==> src/rtl/fetch_pkg.sv <==
// Shared types for the instruction-fetch block: FSM states, fetch-queue entry, NOP encoding.
package fetch_pkg;

  typedef enum logic [1:0] {
    IDLE,
    FETCH,
    FAULT
  } fetch_state_t;

  typedef struct packed {
    logic [31:0] pc;
    logic [31:0] instr;
    logic        fault;
  } fq_entry_t;

  localparam logic [31:0] NOP_INSTR = 32'h0000_0013;

endpackage

==> src/rtl/fetch_if.sv <==
// Memory-side and decode-side signal bundle of the fetch sequencer.
// The out_fault member exists only when FETCH_FAULT_EN is defined.
interface fetch_if #(
  parameter int FQ_DEPTH = 4
);
  logic                      fetch_en;
  logic [31:0]               imem_addr;
  logic [31:0]               imem_data;
  logic                      redirect_valid;
  logic [31:0]               redirect_pc;
  logic                      out_valid;
  logic                      out_ready;
  logic [31:0]               out_pc;
  logic [31:0]               out_instr;
  logic [$clog2(FQ_DEPTH):0] fq_count;
`ifdef FETCH_FAULT_EN
  logic                      out_fault;
`endif

  modport master (
    input  fetch_en, imem_data, redirect_valid, redirect_pc, out_ready,
    output imem_addr, out_valid, out_pc, out_instr, fq_count
`ifdef FETCH_FAULT_EN
    , output out_fault
`endif
  );

  modport slave (
    output fetch_en, imem_data, redirect_valid, redirect_pc, out_ready,
    input  imem_addr, out_valid, out_pc, out_instr, fq_count
`ifdef FETCH_FAULT_EN
    , input out_fault
`endif
  );

endinterface

==> src/rtl/fetch_fifo.sv <==
// Synchronous fetch queue of fq_entry_t; flush overrides push and pop in the same cycle.
module fetch_fifo
  import fetch_pkg::*;
#(
  parameter int DEPTH = 4
) (
  input  logic                   clk,
  input  logic                   rst,
  input  logic                   push,
  input  fq_entry_t              push_data,
  input  logic                   pop,
  input  logic                   flush,
  output fq_entry_t              head,
  output logic                   full,
  output logic                   empty,
  output logic [$clog2(DEPTH):0] count
);

  localparam int AW = $clog2(DEPTH);

  fq_entry_t      mem_q [DEPTH];
  fq_entry_t      mem_d [DEPTH];
  logic [AW-1:0]  rd_ptr_q, rd_ptr_d;
  logic [AW-1:0]  wr_ptr_q, wr_ptr_d;
  logic [AW:0]    count_q, count_d;
  logic           do_push, do_pop;

  assign full    = (count_q == (AW+1)'(DEPTH));
  assign empty   = (count_q == '0);
  assign do_pop  = pop && !empty;
  // A pop frees the slot the push is about to take, so full+pop still accepts a push.
  assign do_push = push && (!full || do_pop);

  always_comb begin
    mem_d    = mem_q;
    rd_ptr_d = rd_ptr_q;
    wr_ptr_d = wr_ptr_q;
    count_d  = count_q;
    if (flush) begin
      rd_ptr_d = '0;
      wr_ptr_d = '0;
      count_d  = '0;
    end else begin
      if (do_push) begin
        mem_d[wr_ptr_q] = push_data;
        wr_ptr_d        = wr_ptr_q + 1'b1;
      end
      if (do_pop) begin
        rd_ptr_d = rd_ptr_q + 1'b1;
      end
      case ({do_push, do_pop})
        2'b10:   count_d = count_q + 1'b1;
        2'b01:   count_d = count_q - 1'b1;
        default: count_d = count_q;
      endcase
    end
  end

  always_ff @(posedge clk) begin
    if (rst) begin
      for (int i = 0; i < DEPTH; i++) begin
        mem_q[i] <= '0;
      end
      rd_ptr_q <= '0;
      wr_ptr_q <= '0;
      count_q  <= '0;
    end else begin
      mem_q    <= mem_d;
      rd_ptr_q <= rd_ptr_d;
      wr_ptr_q <= wr_ptr_d;
      count_q  <= count_d;
    end
  end

  assign head  = mem_q[rd_ptr_q];
  assign count = count_q;

endmodule

==> src/rtl/fetch_ctrl.sv <==
// Instruction-fetch sequencer: owns the pc, fills the fetch queue and handles redirects.
// Optional FETCH_FAULT_EN adds out_fault and a FAULT state for misaligned/out-of-range pcs.
module fetch_ctrl
  import fetch_pkg::*;
#(
  parameter logic [31:0] RESET_PC   = 32'h0000_0000,
  parameter int          FQ_DEPTH   = 4,
  parameter int          IMEM_WORDS = 1024
) (
  input  logic     clk,
  input  logic     rst,
  fetch_if.master  bus
);

  if (FQ_DEPTH < 2 || (FQ_DEPTH & (FQ_DEPTH - 1)) != 0 || IMEM_WORDS < 1) begin : g_bad_params
    $error("fetch_ctrl: FQ_DEPTH must be a power of 2 >= 2 and IMEM_WORDS >= 1");
  end

  fetch_state_t              state_q, state_d;
  logic [31:0]               pc_q, pc_d;
  fq_entry_t                 push_entry;
  fq_entry_t                 head;
  logic                      full, empty, pop, push_ok;
  logic [$clog2(FQ_DEPTH):0] count;

  assign pop     = !empty && bus.out_ready;
  assign push_ok = (state_q == FETCH) && bus.fetch_en && !bus.redirect_valid && (!full || pop);

`ifdef FETCH_FAULT_EN
  logic pc_bad;
  assign pc_bad = (pc_q[1:0] != 2'b00) || ({2'b00, pc_q[31:2]} >= 32'(IMEM_WORDS));
`endif

  // A redirect overrides both the normal state transition and the pc increment.
  always_comb begin
    state_d    = state_q;
    pc_d       = pc_q;
    push_entry = '{pc: pc_q, instr: bus.imem_data, fault: 1'b0};
    case (state_q)
      IDLE:    if (bus.fetch_en)  state_d = FETCH;
      FETCH:   if (!bus.fetch_en) state_d = IDLE;
      default: state_d = state_q;
    endcase
    if (push_ok) begin
`ifdef FETCH_FAULT_EN
      if (pc_bad) begin
        push_entry.instr = NOP_INSTR;
        push_entry.fault = 1'b1;
        state_d          = FAULT;
      end else begin
        pc_d = pc_q + 32'd4;
      end
`else
      pc_d = pc_q + 32'd4;
`endif
    end
    if (bus.redirect_valid) begin
      pc_d    = bus.redirect_pc;
      state_d = bus.fetch_en ? FETCH : IDLE;
    end
  end

  always_ff @(posedge clk) begin
    if (rst) begin
      state_q <= IDLE;
      pc_q    <= RESET_PC;
    end else begin
      state_q <= state_d;
      pc_q    <= pc_d;
    end
  end

  fetch_fifo #(
    .DEPTH (FQ_DEPTH)
  ) u_fifo (
    .clk       (clk),
    .rst       (rst),
    .push      (push_ok),
    .push_data (push_entry),
    .pop       (pop),
    .flush     (bus.redirect_valid),
    .head      (head),
    .full      (full),
    .empty     (empty),
    .count     (count)
  );

  assign bus.imem_addr = pc_q;
  assign bus.out_valid = !empty;
  assign bus.out_pc    = head.pc;
  assign bus.out_instr = head.instr;
  assign bus.fq_count  = count;
`ifdef FETCH_FAULT_EN
  assign bus.out_fault = head.fault;
`else
  logic unused_fault;
  assign unused_fault = head.fault;
`endif

endmodule
==> src/flat_wrapper.sv <==
// flat-port wrapper written by rule: the top's interface ports become plain ports
module fetch_ctrl_flat import fetch_pkg::*;
#(
  parameter logic [31:0] RESET_PC   = 32'h0000_0000,
  parameter int          FQ_DEPTH   = 4,
  parameter int          IMEM_WORDS = 1024
)
  (clk, rst, bus_fetch_en, bus_imem_data, bus_redirect_valid, bus_redirect_pc, bus_out_ready, bus_imem_addr, bus_out_valid, bus_out_pc, bus_out_instr, bus_fq_count);
  fetch_if #(.FQ_DEPTH(FQ_DEPTH)) bus_i ();
  input  logic clk;
  input  logic rst;
  input wire logic [$bits(bus_i.fetch_en)-1:0] bus_fetch_en;
  input wire logic [$bits(bus_i.imem_data)-1:0] bus_imem_data;
  input wire logic [$bits(bus_i.redirect_valid)-1:0] bus_redirect_valid;
  input wire logic [$bits(bus_i.redirect_pc)-1:0] bus_redirect_pc;
  input wire logic [$bits(bus_i.out_ready)-1:0] bus_out_ready;
  output wire logic [$bits(bus_i.imem_addr)-1:0] bus_imem_addr;
  output wire logic [$bits(bus_i.out_valid)-1:0] bus_out_valid;
  output wire logic [$bits(bus_i.out_pc)-1:0] bus_out_pc;
  output wire logic [$bits(bus_i.out_instr)-1:0] bus_out_instr;
  output wire logic [$bits(bus_i.fq_count)-1:0] bus_fq_count;
  assign bus_i.fetch_en = bus_fetch_en;
  assign bus_i.imem_data = bus_imem_data;
  assign bus_i.redirect_valid = bus_redirect_valid;
  assign bus_i.redirect_pc = bus_redirect_pc;
  assign bus_i.out_ready = bus_out_ready;
  assign bus_imem_addr = bus_i.imem_addr;
  assign bus_out_valid = bus_i.out_valid;
  assign bus_out_pc = bus_i.out_pc;
  assign bus_out_instr = bus_i.out_instr;
  assign bus_fq_count = bus_i.fq_count;
  fetch_ctrl #(.RESET_PC(RESET_PC), .FQ_DEPTH(FQ_DEPTH), .IMEM_WORDS(IMEM_WORDS)) u_core (.clk(clk), .rst(rst), .bus(bus_i));
endmodule
==> config.mk <==
export PLATFORM = sky130hd
export DESIGN_NAME = fetch_ctrl_flat
export DESIGN_NICKNAME = d
export VERILOG_FILES = /design/src/rtl/fetch_pkg.sv /design/src/rtl/fetch_if.sv /design/src/rtl/fetch_fifo.sv /design/src/rtl/fetch_ctrl.sv /design/src/flat_wrapper.sv
export SDC_FILE = /design/constraint.sdc
export NUM_CORES = 1
export LEC_CHECK = 0
export ABC_AREA = 1
export CAP_MARGIN = 20
export CORE_MARGIN = 3
export CORE_UTILIZATION = 50
export DETAILED_ROUTE_END_ITERATION = 12
export GPL_TIMING_DRIVEN = 0
export HOLD_SLACK_MARGIN = 0.12
export PLACE_DENSITY = 0.75
export SLEW_MARGIN = 0
export SYNTH_ARGS = -nofsm -noshare
export SYNTH_HDL_FRONTEND = slang
export SYNTH_HIERARCHICAL = 1
export SYNTH_SLANG_ARGS = --single-unit
==> constraint.sdc <==
create_clock -name clk -period 2.3 [get_ports clk]
set_clock_uncertainty 0.15 [all_clocks]
set_input_delay 0.345 -clock clk [delete_from_list [all_inputs] [get_ports clk]]
set_output_delay 0.345 -clock clk [all_outputs]
set_load 0.005 [all_outputs]
==> impl_results.md <==
- Cell Count, Final, Fillers Out: 3,085
- Leak: 9.75 nW
- Reg2reg setup slack: -0.08 ns
- Dpl cell area: 17,100 um^2
- Most frequent cells in the layout: 712 x nand2_1, 553 x nor2_1, 313 x inv_1
- Routed WL per cell: 15.7 um
- N_diodes: 0
- Antenna violations before repair: 0
- Crit Path Max Fanout: 9
- Slew @ Worst Pin: 0.796 ns
- First-pass GRT wire length: 75,200 um
- CTS tree: yes
- CTS H-Tree Depth: 2
- Final setup vio count: 30
- Slowest cell on the critical path: dfxtp_2
- Period utilization: 1.05
- Startpoint types: flip-flop
- Dpl ws: -0.819 ns
- Area grow syn2layout: 28.8%
- Std-Cell Rows: 62
- Worst Slack Setup Final: -0.104 ns
- Dpl cells: 3,004
- Hold WC Path Type: in -> reg
- Hold buffer count at CTS: 0
- Design area: 19,200 um^2
- Relative slew margins: 0.469
- Commonest non-fill, non-tap cell in the layout: nand2_1
- DR vias/cell: 5.12
- Post-synthesis area per instance: 6.07 um^2
- Crit-path most repeated cell: a21oi_1
- Initial Utilization: 0.513
- Hold WS: 0.252 ns
- Layout net count: 2,755
- CORE AREA: 29,000 um^2
- Final Critical Period: 2.40 ns
- Final Hold Vio Count: 0
- Post-synthesis instance total: 2,452
- Failing checks: setup timing
- Routed WL: 48,600 um
- Critical path origin: u_core/u_fifo/rd_ptr_q[0]
- Max IR drop VDD: 0.000442 V
- Die Ht: 178 um
- Vias in the first global route: 14,800
- PD cells: 587 nW/um^2
- CP Cell Sequence: buf_6, inv_8, buf_12, buf_4, a21oi_1, a21oi_1, dlygate4sd2_1
- Worst Setup EP: bus_out_instr[21]
- Clock sink total: 296
- PortBufs: 168
- Reg2Reg Launch Point: u_core/u_fifo/count[1]
- Detailed-router iteration count before antenna repair: 6
- RSZ-0062 raised after global routing: true
- Die X: 178 um
- Synth warnings: 6
- Max-Cap Viols: 0
- TritonCTS buffer count: 34
- Gr ovfl total: 0
- Largest net degree at the start of global routing: 14
- Worst skew pair latency: 0.51 ns
- GP Congestion: 0.856
- FMAX: 416 MHz
- Clock slew at reported path FFs: 0.06 ns
- Worst setup EP type: primary output
- Status: finished, violations left
- Worst path max stage delay: 0.32 ns
- Clock Path Buffers: 3
- CP Class: reg -> out
- DR vias: 15,800
- DRC: 0
- Clock root buffer: clkbuf_16
- Critical path arrival: 1.91 ns
- Worst reg-to-reg path cell count: 15
- Data required time at the worst endpoint: 1.80 ns
- Detail Route Antenna Nets: 0
- Hpwl dp: 32,200 um
- Post-synthesis cell area: 14,900 um^2
- Syn Nets: 2,528
- Reg2reg end: u_core/u_fifo/count[2]
- # IOs: 169
- Die area: 31,800 um^2
- Initial DRC Count: 1,320
- Total GRT Usage: 0.293
- Total power: 11.3 mW
- Final core occ: 0.660
- TNS Setup: -1.23 ns
- Layout cells sized above 1: 0.150
- Slew Viols, Final: 0
[registers in the layout, indices dropped and copies added (netlist names)]
| signal | flops |
|---|---|
| u_core/bus.imem_addr | 32 |
| u_core/u_fifo/rd_ptr_q | 2 |
| u_core/u_fifo/mem_q | 256 |
| u_core/state_q | 1 |
| u_core/u_fifo/count | 3 |
| u_core/u_fifo/wr_ptr_q | 2 |
[area by class of cell]
cell class              instances  area (um^2)
fillers                      2529         9850
inverters                     325         1250
repair buffers                191         1750
clock buffers                  48          997
plain buffers                 139         1040
well taps                     384          480
multi-input cells            1691         7620
flip-flops and latches        296         5940
clock inverters                10         81.3
repair inverters                1         8.76
[worst min-delay path by stage]
| stage | startpoint | to | slack (ns) | depth (start not counted) |
|---|---|---|---|---|
| global placement | u_core/u_fifo/mem_q[68] | u_core/u_fifo/mem_q[68] | 0.35 | 4 |
| global route | bus_fetch_en | u_core/state_q[0] | 0.27 | 3 |
| floorplan | bus_fetch_en | u_core/state_q[0] | 0.33 | 2 |
| finish | bus_fetch_en | u_core/state_q[0] | 0.25 | 3 |
| detailed placement | u_core/u_fifo/mem_q[86] | u_core/u_fifo/mem_q[86] | 0.35 | 4 |
| CTS | bus_fetch_en | u_core/state_q[0] | 0.24 | 3 |
[metal layers]
metal / global-route usage / vias up / share of wire
met5: 0 / - / 0
met4: 0.115 / 0 / 0.031
met3: 0.0396 / 113 / 0.078
met2: 0.507 / 692 / 0.48
met1: 0.368 / 7177 / 0.41
li1: - / 7827 / -
[power by group]
part | switching, mW | internal, mW
sequential | 0.126 | 5.19
clock | 2.14 | 3.13
combinational | 0.366 | 0.298
total | 2.63 | 8.62
[repair_timing]
item,4_1_cts,5_1_grt
hold endpoints to repair,0,0
setup buffers,8,8
pin swaps,15,17
cloned,5,3
endpoints found under the setup margin,313,254
resized for setup,408,138
[critical path, delay by kind of cell, from the launching register on]
kind	cells	cell delay, ns
buffers and inverters	5	0.77
AO/OA/AOI/OAI	2	0.31
flip-flops	1	0.32
Power figures use the tool's default switching activity.
